### src/rtl/eth_rx_fsm.sv
// ---------------------------------------------------------------------------
// eth_rx_fsm
//
// Receive-side Ethernet framer. Consumes one byte per receive clock, already
// assembled from the RGMII DDR input, strips the preamble and SFD, captures
// and optionally filters the destination MAC, captures the source MAC, writes
// payload bytes (EtherType onward, FCS excluded) into RX memory and checks
// the IEEE 802.3 FCS. Every frame that gets past the SFD ends with either a
// valid pulse, an error pulse, or a silent drop (address filter miss).
//
// Ports
//   i_eth_clk        receive clock, all logic on its rising edge
//   i_rst            synchronous active-high reset
//   i_rx_dv          byte valid
//   i_rx_er          receive error
//   i_rx_data        received byte
//   i_mac_filter_en  1 = accept only i_mac_addr or broadcast
//   i_mac_addr       local MAC, first byte on the wire is [47:40]
//   o_mem_wr_en      payload byte write strobe
//   o_mem_wr_addr    payload write address, first payload byte at 0
//   o_mem_wr_data    payload byte
//   o_frame_valid    one-cycle pulse, frame accepted
//   o_frame_error    one-cycle pulse, frame errored
//   o_frame_size     payload length of the last completed frame
//   o_src_mac        source MAC of the last completed frame
//   o_busy           high from SFD accepted until back to idle
// ---------------------------------------------------------------------------
module eth_rx_fsm #(
    parameter int unsigned MIN_PREAMBLE = 2,
    parameter int unsigned MAX_PAYLOAD  = 1504
) (
    input  logic        i_eth_clk,
    input  logic        i_rst,
    input  logic        i_rx_dv,
    input  logic        i_rx_er,
    input  logic [7:0]  i_rx_data,
    input  logic        i_mac_filter_en,
    input  logic [47:0] i_mac_addr,
    output logic        o_mem_wr_en,
    output logic [15:0] o_mem_wr_addr,
    output logic [7:0]  o_mem_wr_data,
    output logic        o_frame_valid,
    output logic        o_frame_error,
    output logic [15:0] o_frame_size,
    output logic [47:0] o_src_mac,
    output logic        o_busy
);

    typedef enum logic [2:0] {
        S_IDLE,
        S_PREAMBLE,
        S_MAC_DES,
        S_MAC_SRC,
        S_PAYLOAD,
        S_DONE,
        S_DROP
    } state_t;

    localparam logic [7:0]  PRE_BYTE  = 8'h55;
    localparam logic [7:0]  SFD_BYTE  = 8'hD5;
    localparam logic [47:0] BCAST_MAC = 48'hFFFF_FFFF_FFFF;
    localparam logic [31:0] CRC_INIT  = 32'hFFFF_FFFF;
    localparam logic [31:0] CRC_POLY  = 32'hEDB8_8320;

    // One byte of the reflected CRC-32, data bits consumed LSB first.
    function automatic logic [31:0] crcByte(input logic [31:0] crcIn,
                                            input logic [7:0]  dataIn);
        logic [31:0] c;
        c = crcIn ^ {24'd0, dataIn};
        for (int b = 0; b < 8; b++) begin
            if (c[0]) c = (c >> 1) ^ CRC_POLY;
            else      c = c >> 1;
        end
        return c;
    endfunction

    state_t      state_q,      state_d;
    logic        arm_q,        arm_d;
    logic [7:0]  pcnt_q,       pcnt_d;
    logic [2:0]  macCnt_q,     macCnt_d;
    logic [47:0] dstMac_q,     dstMac_d;
    logic [47:0] srcShift_q,   srcShift_d;
    logic [31:0] crc_q,        crc_d;
    logic [15:0] n_q,          n_d;
    logic [31:0] dly_q,        dly_d;
    logic        memWrEn_q,    memWrEn_d;
    logic [15:0] memWrAddr_q,  memWrAddr_d;
    logic [7:0]  memWrData_q,  memWrData_d;
    logic        frameValid_q, frameValid_d;
    logic        frameError_q, frameError_d;
    logic [15:0] frameSize_q,  frameSize_d;
    logic [47:0] srcMac_q,     srcMac_d;
    logic        busy_q,       busy_d;

    logic [47:0] dstNext;
    logic [15:0] nNext;
    logic [31:0] fcsCalc;
    logic        fcsGood;
    logic        dstMatch;

    // State and datapath registers. Reset is synchronous; arm is cleared so a
    // frame already on the wire when reset lifts is ignored until dv drops.
    always_ff @(posedge i_eth_clk) begin
        if (i_rst) begin
            state_q      <= S_IDLE;
            arm_q        <= 1'b0;
            pcnt_q       <= 8'd0;
            macCnt_q     <= 3'd0;
            dstMac_q     <= 48'd0;
            srcShift_q   <= 48'd0;
            crc_q        <= CRC_INIT;
            n_q          <= 16'd0;
            dly_q        <= 32'd0;
            memWrEn_q    <= 1'b0;
            memWrAddr_q  <= 16'd0;
            memWrData_q  <= 8'd0;
            frameValid_q <= 1'b0;
            frameError_q <= 1'b0;
            frameSize_q  <= 16'd0;
            srcMac_q     <= 48'd0;
            busy_q       <= 1'b0;
        end else begin
            state_q      <= state_d;
            arm_q        <= arm_d;
            pcnt_q       <= pcnt_d;
            macCnt_q     <= macCnt_d;
            dstMac_q     <= dstMac_d;
            srcShift_q   <= srcShift_d;
            crc_q        <= crc_d;
            n_q          <= n_d;
            dly_q        <= dly_d;
            memWrEn_q    <= memWrEn_d;
            memWrAddr_q  <= memWrAddr_d;
            memWrData_q  <= memWrData_d;
            frameValid_q <= frameValid_d;
            frameError_q <= frameError_d;
            frameSize_q  <= frameSize_d;
            srcMac_q     <= srcMac_d;
            busy_q       <= busy_d;
        end
    end

    // Next-state and output logic. All outputs are registered, so every
    // pulse or write appears one cycle after the input byte that caused it.
    always_comb begin
        state_d      = state_q;
        arm_d        = arm_q | ~i_rx_dv;
        pcnt_d       = pcnt_q;
        macCnt_d     = macCnt_q;
        dstMac_d     = dstMac_q;
        srcShift_d   = srcShift_q;
        crc_d        = crc_q;
        n_d          = n_q;
        dly_d        = dly_q;
        memWrEn_d    = 1'b0;
        memWrAddr_d  = memWrAddr_q;
        memWrData_d  = memWrData_q;
        frameValid_d = 1'b0;
        frameError_d = 1'b0;
        frameSize_d  = frameSize_q;
        srcMac_d     = srcMac_q;
        busy_d       = busy_q;

        dstNext  = {dstMac_q[39:0], i_rx_data};
        nNext    = n_q + 16'd1;
        fcsCalc  = ~crc_q;
        // The delay line holds the last four bytes, oldest in [31:24]; the FCS
        // is sent least significant byte first.
        fcsGood  = (dly_q[31:24] == fcsCalc[7:0])   &&
                   (dly_q[23:16] == fcsCalc[15:8])  &&
                   (dly_q[15:8]  == fcsCalc[23:16]) &&
                   (dly_q[7:0]   == fcsCalc[31:24]);
        dstMatch = (dstNext == i_mac_addr) || (dstNext == BCAST_MAC);

        case (state_q)
            // S_DONE behaves like idle so a frame separated by a single dv=0
            // cycle still sees its first preamble byte.
            S_IDLE, S_DONE: begin
                busy_d  = 1'b0;
                state_d = S_IDLE;
                if (arm_q && i_rx_dv) begin
                    if (i_rx_data == PRE_BYTE) begin
                        state_d = S_PREAMBLE;
                        pcnt_d  = 8'd1;
                    end else begin
                        state_d = S_DROP;
                    end
                end
            end

            S_PREAMBLE: begin
                if (!i_rx_dv) begin
                    state_d = S_IDLE;
                end else if (i_rx_data == PRE_BYTE) begin
                    if (pcnt_q != 8'hFF) pcnt_d = pcnt_q + 8'd1;
                end else if (i_rx_data == SFD_BYTE &&
                             {24'd0, pcnt_q} >= MIN_PREAMBLE) begin
                    state_d  = S_MAC_DES;
                    busy_d   = 1'b1;
                    crc_d    = CRC_INIT;
                    macCnt_d = 3'd0;
                end else begin
                    state_d = S_IDLE;
                end
            end

            // A filter miss drops silently; busy stays up until dv falls.
            S_MAC_DES: begin
                if (i_rx_er || !i_rx_dv) begin
                    state_d      = S_DROP;
                    frameError_d = 1'b1;
                end else begin
                    dstMac_d = dstNext;
                    crc_d    = crcByte(crc_q, i_rx_data);
                    macCnt_d = macCnt_q + 3'd1;
                    if (macCnt_q == 3'd5) begin
                        macCnt_d = 3'd0;
                        if (i_mac_filter_en && !dstMatch) state_d = S_DROP;
                        else                               state_d = S_MAC_SRC;
                    end
                end
            end

            S_MAC_SRC: begin
                if (i_rx_er || !i_rx_dv) begin
                    state_d      = S_DROP;
                    frameError_d = 1'b1;
                end else begin
                    srcShift_d = {srcShift_q[39:0], i_rx_data};
                    crc_d      = crcByte(crc_q, i_rx_data);
                    macCnt_d   = macCnt_q + 3'd1;
                    if (macCnt_q == 3'd5) begin
                        macCnt_d = 3'd0;
                        state_d  = S_PAYLOAD;
                        n_d      = 16'd0;
                    end
                end
            end

            // Payload bytes pass through a four-byte delay line so the FCS,
            // only known to be the FCS when dv falls, is never written or
            // folded into the CRC.
            S_PAYLOAD: begin
                if (i_rx_er) begin
                    state_d      = S_DROP;
                    frameError_d = 1'b1;
                end else if (!i_rx_dv) begin
                    state_d     = S_DONE;
                    frameSize_d = n_q - 16'd4;
                    srcMac_d    = srcShift_q;
                    if (n_q < 16'd5 || !fcsGood) frameError_d = 1'b1;
                    else                         frameValid_d = 1'b1;
                end else begin
                    if (n_q >= 16'd4) begin
                        memWrEn_d   = 1'b1;
                        memWrAddr_d = n_q - 16'd4;
                        memWrData_d = dly_q[31:24];
                        crc_d       = crcByte(crc_q, dly_q[31:24]);
                    end
                    dly_d = {dly_q[23:0], i_rx_data};
                    n_d   = nNext;
                    if ({16'd0, nNext} > MAX_PAYLOAD + 32'd4) begin
                        state_d      = S_DROP;
                        frameError_d = 1'b1;
                    end
                end
            end

            S_DROP: begin
                if (!i_rx_dv) begin
                    state_d = S_IDLE;
                    busy_d  = 1'b0;
                end
            end

            default: begin
                state_d = S_IDLE;
                busy_d  = 1'b0;
            end
        endcase
    end

    assign o_mem_wr_en   = memWrEn_q;
    assign o_mem_wr_addr = memWrAddr_q;
    assign o_mem_wr_data = memWrData_q;
    assign o_frame_valid = frameValid_q;
    assign o_frame_error = frameError_q;
    assign o_frame_size  = frameSize_q;
    assign o_src_mac     = srcMac_q;
    assign o_busy        = busy_q;

endmodule

### config.mk
export PLATFORM = sky130hd
export DESIGN_NAME = eth_rx_fsm
export DESIGN_NICKNAME = d
export VERILOG_FILES = /design/src/rtl/eth_rx_fsm.sv
export SDC_FILE = /design/constraint.sdc
export NUM_CORES = 1
export LEC_CHECK = 0
export CORE_ASPECT_RATIO = 0.5
export CORE_MARGIN = 2
export CORE_UTILIZATION = 60
export DETAILED_ROUTE_END_ITERATION = 7
export GPL_ROUTABILITY_DRIVEN = 0
export PLACE_DENSITY = 0.85
export SETUP_SLACK_MARGIN = 0.02
export SLEW_MARGIN = 20
export SYNTH_ARGS = -nofsm -noshare
export SYNTH_HDL_FRONTEND = slang
export SYNTH_SLANG_ARGS = --single-unit
### constraint.sdc
create_clock -name i_eth_clk -period 7.35 [get_ports i_eth_clk]
set_input_delay 1.47 -clock i_eth_clk [delete_from_list [all_inputs] [get_ports i_eth_clk]]
set_output_delay 1.47 -clock i_eth_clk [all_outputs]
set_load 0.03 [all_outputs]
## After elaboration in Yosys (flattened, before gate mapping)

Index checks and enable logic that the tools add are counted.

| word-level totals | value |
|---|---|
| register bits | 275 |
| output and inout bits | 92 |
| logic and storage cells | 257 |

| cells by class | value |
|---|---|
| add/subtract/negate cells | 4 |
| magnitude comparators | 4 |
| equality and inequality tests | 35 |
| mux-type cells | 132 |
| bitwise logic cells | 32 |
| reductions and logical operators | 33 |

Operators by type and width:

| operator | number |
|---|---|
| 2-to-1 mux 32 bit | 86 |
| inverter 13 -> 14 bit | 23 |
| case mux 32 bit (4 select lines) | 1 |
| 2-to-1 mux 16 bit | 4 |
| bitwise XOR 32 x 8 -> 32 bit | 2 |
| 2-to-1 mux 3 bit | 18 |
| equality test 48 bit | 1 |
| equality test 48 bit (second input constant) | 1 |
| 2-to-1 mux 8 bit | 5 |
| equality test 8 bit | 4 |
| inverter 32 bit | 1 |
| case mux 16 bit (2 select lines) | 1 |
| inequality test 2 bit (second input constant) | 15 |
| AND reduction 5 bit | 4 |
| case mux 3 bit (6 select lines) | 1 |
| adder 16 x 1 -> 16 bit (second input constant) | 1 |
| >= comparator 16 x 3 -> 1 bit (second input constant) | 1 |
| greater-than comparator 16 x 11 -> 1 bit (second input constant) | 1 |
| less-than comparator 16 x 3 -> 1 bit (second input constant) | 1 |
| case mux 8 bit (2 select lines) | 1 |
| subtractor 16 x 3 -> 16 bit (second input constant) | 1 |
| equality test 3 bit (second input constant) | 4 |
| 2-to-1 mux 1 bit | 11 |
| inequality test 3 bit (second input constant) | 3 |
| 29 further kinds | 49 |

## Longest topological paths before layout

Gate-level depths: netlist of run 1.

| depth | value |
|---|---|
| depth after elaboration | 49 |
| gate-level depth with buffers | 12 |

## Worst setup path before layout of run 1

Ideal clock, no wire load.

| timing path | value |
|---|---|
| kind | input -> register |
| from | in i_rx_data[1] |
| to | reg crc_q[13] |
| setup time | 0.134 ns |
| arrival time | 3.238 ns |
| data required time | 7.216 ns |
| slack | 3.978 ns |
| stages | 9 |
| buffers on the path | 3 |
| cells stage by stage | buf_2 -> or3_1 -> a2111oi_2 -> o22ai_1 -> a21o_1 -> buf_2 -> buf_2 -> a2111oi_0 -> a31oi_1 |

| on the way | value |
|---|---|
| cells in the longest elaborated chain, start to end | 26 |

RTL lines:

| what | RTL line | source |
|---|---|---|
| start, declared | 36 | `input logic [7:0] i_rx_data,` |
| bitwise XOR 32 x 8 -> 32 bit | 69 | `c = crcIn ^ {24'd0, dataIn};` |
| 2-to-1 mux 32 bit | 71 | `if (c[0]) c = (c >> 1) ^ CRC_POLY;` |
| 2-to-1 mux 32 bit | 209, 225 |  |
| 2-to-1 mux 32 bit | 175 | `case (state_q)` |
| 2-to-1 mux 32 bit | 71 |  |
| 2-to-1 mux 32 bit, on equally long branches | 225, 209 |  |
| 2-to-1 mux 32 bit | 175 |  |
| 2-to-1 mux 32 bit | 71 |  |
| (+10 left out) | -- |  |
| 2-to-1 mux 32 bit, on equally long branches | 225, 209 |  |
| 2-to-1 mux 32 bit | 175 |  |
| 2-to-1 mux 32 bit | 71 |  |
| 2-to-1 mux 32 bit, on equally long branches | 225, 209 |  |
| 2-to-1 mux 32 bit | 175 |  |
| 2-to-1 mux 32 bit | 71 |  |
| 2-to-1 mux 32 bit, on equally long branches | 225, 209 |  |
| case mux 32 bit (4 select lines) | 175 |  |
| end signal, assigned | 129 | `crc_q <= crc_d;` |
| end, declared | 83 | `logic [31:0] crc_q, crc_d;` |

Parallel ways exist; a longest one is shown, timed or not. The select of a mux whose other input is x is not followed.
A chain may end at the register's enable or synchronous reset.

## Worst setup path after layout of run 1

| timing path | value |
|---|---|
| from | in i_rx_dv |
| to | reg crc_q[21] |

| on the way | value |
|---|---|
| cells in the longest elaborated chain, start to end | 4 |

RTL lines:

| what | RTL line | source |
|---|---|---|
| start, declared | 34 | `input logic i_rx_dv,` |
| logical NOT 1 bit | -- |  |
| logical OR 1 bit | 209, 225 |  |
| inequality test 2 bit (no source line) | -- |  |
| AND reduction 9 bit (no source line) (*) | -- |  |

Mark *: on every way between the ends. The rest lies on a longest branch, timed or not.

==> results of run 1 <==
per-layer routing:
layer | global-route usage | routed length [um]
met4 | 0.1478 | 1520
met2 | 0.5146 | 16900
met1 | 0.4040 | 14900
met5 | 0 | 0
met3 | 0.06423 | 3290
area by class of cell:
cell class              count  area, um2  share of cell area
multi-input cells        1246       7192              0.4607
repair buffers            166       1628              0.1043
flip-flops and latches    275       5505              0.3527
inverters                  19      71.32            0.004569
clock buffers              31      688.2             0.04408
well taps                 300      375.4             0.02405
clock inverters            12      150.1            0.009618
through the flow:
step | std cells | util
2_1_floorplan | 1663 | -
3_5_place_dp | 2006 | 0.6826
3_3_place_gp | 2006 | 0.6826
4_1_cts | 2049 | 0.7213
5_1_grt | 2049 | 0.7216
6_report | 2049 | 0.7216
path summary, 6_finish.rpt:
kind | endpoint | slack (ns) | depth (start not counted)
max | crc_q[21] | 3.17 | 9
min | o_src_mac[42] | 0.45 | 2
max reg2reg | crc_q[21] | 3.54 | 9
min reg2reg | o_src_mac[42] | 0.45 | 2
worst min-delay path: cells and delay by family, from the launching register on:
family / cells / cell delay [ns]
compound gates: 1 / 0.05
flops: 1 / 0.31
simple gates: 1 / 0.05
registers in the layout, summed over array words and instances (netlist names):
name / count
o_busy: 1
o_frame_size: 16
o_mem_wr_en: 1
dstMac_q: 40
n_q: 16
o_mem_wr_data: 8
o_mem_wr_addr: 16
pcnt_q: 8
o_frame_error: 1
macCnt_q: 3
crc_q: 32
state_q: 3
dly_q: 32
arm_q: 1
o_src_mac: 48
srcShift_q: 48
o_frame_valid: 1
layout by cell type, fill, tap and decap left out, drive strengths merged, types with 5 or more instances in the layout:
cell type / count
a211oi: 35
a21oi: 236
a221o: 8
a22oi: 7
a31oi: 6
a32oi: 5
and3: 5
buf: 15
clkbuf: 31
clkdlybuf4s50: 151
clkinv: 5
dfxtp: 275
ha: 11
inv: 20
nand2: 410
nand2b: 5
nand3: 13
nand4: 25
nor2: 88
nor2b: 10
nor3: 20
nor4: 29
o211ai: 22
o21ai: 39
o221ai: 7
o22ai: 8
or3: 7
xnor2: 116
xor2: 96
where the power goes:
group          switching (W)  total [W]  internal [W]
combinational        0.00130    0.00220      0.000899
sequential          0.000175    0.00176       0.00159
clock               0.000573    0.00134      0.000771
total                0.00205    0.00531       0.00326
logic make-up after synthesis:
kind of cell,share of synthesized area
adder cells (fa/ha/maj),0.01042
XOR/XNOR,0.1533
multiplexers,0.001515
buffers and inverters,0.04205
AND/OR/NAND/NOR,0.2004
flip-flops,0.4167
AO/OA/AOI/OAI,0.1757
==> metrics.cfg, run 1 <==
[cts]
clock-sinks = 275
cts_buffer_depth = 3
cts_setup_buffers = 0
ctsResizeCount = 0
ctsHoldBuffers = 0
clock-root-buffer = clkbuf_16
insertion_delay_ns = 0.53
cts_made_buffers = 24
h-tree-depth = 1
cts.clk_slew.worst_paths_ns = 0.07
cts_tree = built

[placement]
dp.final_hpwl_um = 25080
post_dp_cell_area_um2 = 14770
dp_slack_ns = 2.727
io_buffers = 152

[die]
start_util = 0.6108
pin_count = 153
die_x_um = 213.9
dieArea_um2 = 23300
core_area_um2 = 21630
dieHeight_um = 108.9
num_rows = 38

[route]
vias_per_cell = 6.005
detail_route.wl_per_cell_um = 17.87
drc_errors = 0
wl_um = 36610
drt_iter0_drc = 1139
vias = 12310
firstDrtPassIters = 7
ant_nets = 0

[worst_setup_path]
critPathCaptureType = register
crit_start = i_rx_dv
cp.arrival_ns = 4.56
cpMostUsedCell = buf_4
cp_max_fo = 60
crit_chain = clkdlybuf4s50_1, nand2b_1, nor2_2, buf_4, nand2_1, a21o_1, buf_4, nor2_1, a32oi_1
path_delay_family = buffers and inverters
crit_slowest_cell = clkdlybuf4s50_1
critPathKind = in2reg
max_stage_delay_ns = 0.69
crit_required_ns = 7.73
worstSetupStartpointType = input pin
reg2reg_from = state_q[0]
cp.buffers_inverters = 3

[global_routing]
grt_pass1_vias = 11990
grt_usage = 0.3148
grt_pass1_wl_um = 58950
grt_max_degree = 105
antenna_found_initial = 0
grt.overflow.total = 0

[synth]
avgSynthCellArea_um2 = 7.945
yosysTopAreaCell = dfxtp_1
synth.distinct_cells = 55
ys_async_sr_fraction = 0
synth-seq-cells = 275
synth_edf_count = 0
yosysMostFrequentCell = nand2_1
yosys-top-cells-area = dfxtp_1 42%, nand2_1 12%, a21oi_1 8.9%
syn-num-nets = 1735
synth_seq_area_share = 0.4167
syn_area_um2 = 13210
syn-instance-count = 1663
synth_top_cell_area_share = 0.4167
synth_flop_cell = dfxtp_1
synth_common_cells = 410 x nand2_1, 275 x dfxtp_1, 236 x a21oi_1
yosysWarnings = 0

[sta]
worstMarginPinSlew_ns = 1.177
tns_ns = 0
fin_crit_sh = 0.5688
fin_crit_ns = 4.181
setup_violations = 0
slew_viol_final = 0
rsz0062_at_grt = false
setup_ws_ns = 3.169
max_freq_mhz = 239.2
hold_viol = 0
whs_ns = 0.4487
slew-limit-headroom = 0.2126
fin_worst_skew_ns = 0.01737

[power]
p_leak_nw = 5.338
peakVddDrop_mv = 0.2084
power-per-cell-area_nw_per_um2 = 340.0
total_power_w = 0.005308

[cells_and_area]
fillers = 1580
fin_nets = 1804
diodes = 0
fin_area_um2 = 15610
drive_above_1_share = 0.04746
syn_to_final_growth_pct = 18.14

[min_path]
hold_class = reg2reg
holdCritStartpoint = srcShift_q[42]

[run]
drv_cap = 0

[run_status]
status = completed

Note: power is estimated with default switching activity, not from simulation.
==> run 2, diff against run 1 <==
--- a/config.mk
+++ b/config.mk
@@ -7,10 +7,10 @@
 export LEC_CHECK = 0
 export CORE_ASPECT_RATIO = 0.5
 export CORE_MARGIN = 2
-export CORE_UTILIZATION = 60
+export CORE_UTILIZATION = 51
 export DETAILED_ROUTE_END_ITERATION = 7
 export GPL_ROUTABILITY_DRIVEN = 0
-export PLACE_DENSITY = 0.85
+export PLACE_DENSITY = 0.77
 export SETUP_SLACK_MARGIN = 0.02
 export SLEW_MARGIN = 20
 export SYNTH_ARGS = -nofsm -noshare
==> constraint.sdc (replaced) <==
create_clock -name i_eth_clk -period 3.8 [get_ports i_eth_clk]
set_input_delay 0.76 -clock i_eth_clk [delete_from_list [all_inputs] [get_ports i_eth_clk]]
set_output_delay 0.76 -clock i_eth_clk [all_outputs]
set_load 0.03 [all_outputs]
==> metrics.cfg, run 2 (synthesized netlist as in run 1, its figures left out) <==
[cells_and_area]
drive_above_1_share = 0.06348  ; was 0.04746
layout_common_cells = 409 x nand2_1, 275 x dfxtp_1, 236 x a21oi_1  ; unchanged
fillers = 2255  ; was 1580
multiInputGateArea_um2 = 7189  ; was 7192 um2
regArea_um2 = 5505  ; unchanged
stdcell_count = 2124  ; was 2049
diodes = 0  ; unchanged
fin_nets = 1832  ; was 1804
syn_to_final_growth_pct = 21.18  ; was 18.14%
final_common_cell = nand2_1  ; unchanged

[worst_setup_path]
cp_max_fo = 7  ; was 60
crit_start = i_rx_data[3]  ; was i_rx_dv
cp.arrival_ns = 3.33  ; was 4.56 ns
r2r_slack_ns = 0.91  ; was 3.54 ns
crit_chain = clkdlybuf4s50_1, xnor2_1, xnor2_1, xnor2_1, xor2_1, a221o_1, a21oi_1, o211ai_1  ; was clkdlybuf4s50_1, nand2b_1, nor2_2, buf_4, nand2_1, a21o_1, buf_4, nor2_1, a32oi_1
worstSetupStartpointType = input pin  ; unchanged
max_stage_delay_ns = 0.60  ; was 0.69 ns
cp.buffers_inverters = 1  ; was 3
critPathKind = in2reg  ; unchanged
crit_required_ns = 4.20  ; was 7.73 ns
reg2reg_from = n_q[11]  ; was state_q[0]
path_delay_family = XOR/XNOR gates  ; was buffers and inverters
critPathCaptureType = register  ; unchanged
crit_slowest_cell = clkdlybuf4s50_1  ; unchanged
cpMostUsedCell = xnor2_1  ; was buf_4

[die]
dieArea_um2 = 27290  ; was 23300 um2
die_x_um = 231.6  ; was 213.9 um
core_area_um2 = 25340  ; was 21630 um2
num_rows = 41  ; was 38
pin_count = 153  ; unchanged
dieHeight_um = 117.8  ; was 108.9 um
start_util = 0.5214  ; was 0.6108

[sta]
fin_worst_skew_ns = 0.01144  ; was 0.01737 ns
tns_ns = 0  ; unchanged
hold_viol = 0  ; unchanged
max_freq_mhz = 341.3
slew-limit-headroom = 0.3864  ; was 0.2126
slew_viol_final = 0  ; unchanged
fin_crit_sh = 0.7710
rsz0062_at_grt = false  ; unchanged
setup_ws_ns = 0.8702  ; was 3.169 ns
worstMarginPinSlew_ns = 0.9171  ; was 1.177 ns
fin_crit_ns = 2.930
setup_violations = 0  ; unchanged

[min_path]
holdCritStartpoint = o_src_mac[41]  ; was srcShift_q[42]
hold_class = reg2reg  ; unchanged

[global_routing]
grt.overflow.total = 0  ; unchanged
grt_pass1_vias = 11080  ; was 11990
grt_max_degree = 142  ; was 105
antenna_found_initial = 0  ; unchanged
grt_usage = 0.2720  ; was 0.3148
grt_pass1_wl_um = 60280  ; was 58950 um

[route]
detail_route.wl_per_cell_um = 17.53  ; was 17.87 um
vias_per_cell = 5.649  ; was 6.005
vias = 12000  ; was 12310
wl_um = 37240  ; was 36610 um
firstDrtPassIters = 5  ; was 7
ant_nets = 0  ; unchanged
drc_errors = 0  ; unchanged
drt_iter0_drc = 1311  ; was 1139

[placement]
dp.final_hpwl_um = 25760  ; was 25080 um
dp_slack_ns = 0.3539  ; was 2.727 ns
io_buffers = 152  ; unchanged
dp_cells = 2076  ; was 2006

[run]
drv_cap = 0  ; unchanged

[cts]
ctsHoldBuffers = 0  ; unchanged
clock-sinks = 275  ; unchanged
cts.clk_slew.worst_paths_ns = 0.07  ; about the same
cts_made_buffers = 26  ; was 24
ctsResizeCount = 0  ; unchanged
cts_setup_buffers = 0  ; unchanged
cts_tree = built  ; unchanged
insertion_delay_ns = 0.54  ; was 0.53 ns
h-tree-depth = 1  ; unchanged
cts_buffer_depth = 3  ; unchanged
clock-root-buffer = clkbuf_16  ; unchanged

[power]
peakVddDrop_mv = 0.4589  ; was 0.2084 mV
p_leak_nw = 5.516  ; was 5.338 nW
power-per-cell-area_nw_per_um2 = 669.1  ; was 340.0 nW/um2

[run_status]
status = completed  ; unchanged

[run 2: stage by stage]
stage / instance area, um2 / hold WS [ns] / total power [W] / utilization
2_1_floorplan: 13210 / 0.4280 / 0.006623 / -
3_3_place_gp: 15040 / 0.4392 / 0.007626 / 0.5936
3_5_place_dp: 15040 / 0.4457 / 0.007670 / 0.5936
4_1_cts: 16010 / 0.4532 / 0.01063 / 0.6317
5_1_grt: 16010 / 0.4689 / 0.01121 / 0.6318
6_report: 16010 / 0.4518 / 0.01071 / 0.6318
[run 2: path summary, 6_finish.rpt]
| kind | end | depth (start not counted) |
|---|---|---|
| setup reg to reg | crc_q[16] | 8 |
| hold / removal | o_src_mac[41] | 2 |
| setup / recovery | crc_q[23] | 8 |
| hold reg to reg | o_src_mac[41] | 2 |
[run 2: report_power, final]
part | switching [W] | internal, W | total, W
clock | 0.00116 | 0.00177 | 0.00294
combinational | 0.00259 | 0.00180 | 0.00439
sequential | 0.000319 | 0.00307 | 0.00339
total | 0.00408 | 0.00664 | 0.0107
[run 2: area by class of cell]
class / count / area share
well taps: 344 / 0.02688
inverters: 19 / 0.004454
repair buffers: 192 / 0.1154
clock buffers: 34 / 0.04571
multi-input cells: 1246 / 0.4490
flip-flops and latches: 275 / 0.3438
clock inverters: 14 / 0.01469
[run 2: worst reg2reg max path: cells and delay by family, from the launching register on]
family	cells	cell delay, ns
compound gates	3	0.57
buf+inv	1	0.28
flops	1	0.42
simple gates	4	1.51
[run 2: routing by layer]
layer | up-vias | global-route usage | part of all wire
met5 | - | 0 | 0
met4 | 0 | 0.07893 | 0.027
met3 | 77 | 0.05184 | 0.085
met2 | 514 | 0.4139 | 0.44
met1 | 5585 | 0.3908 | 0.44
li1 | 5823 | - | -
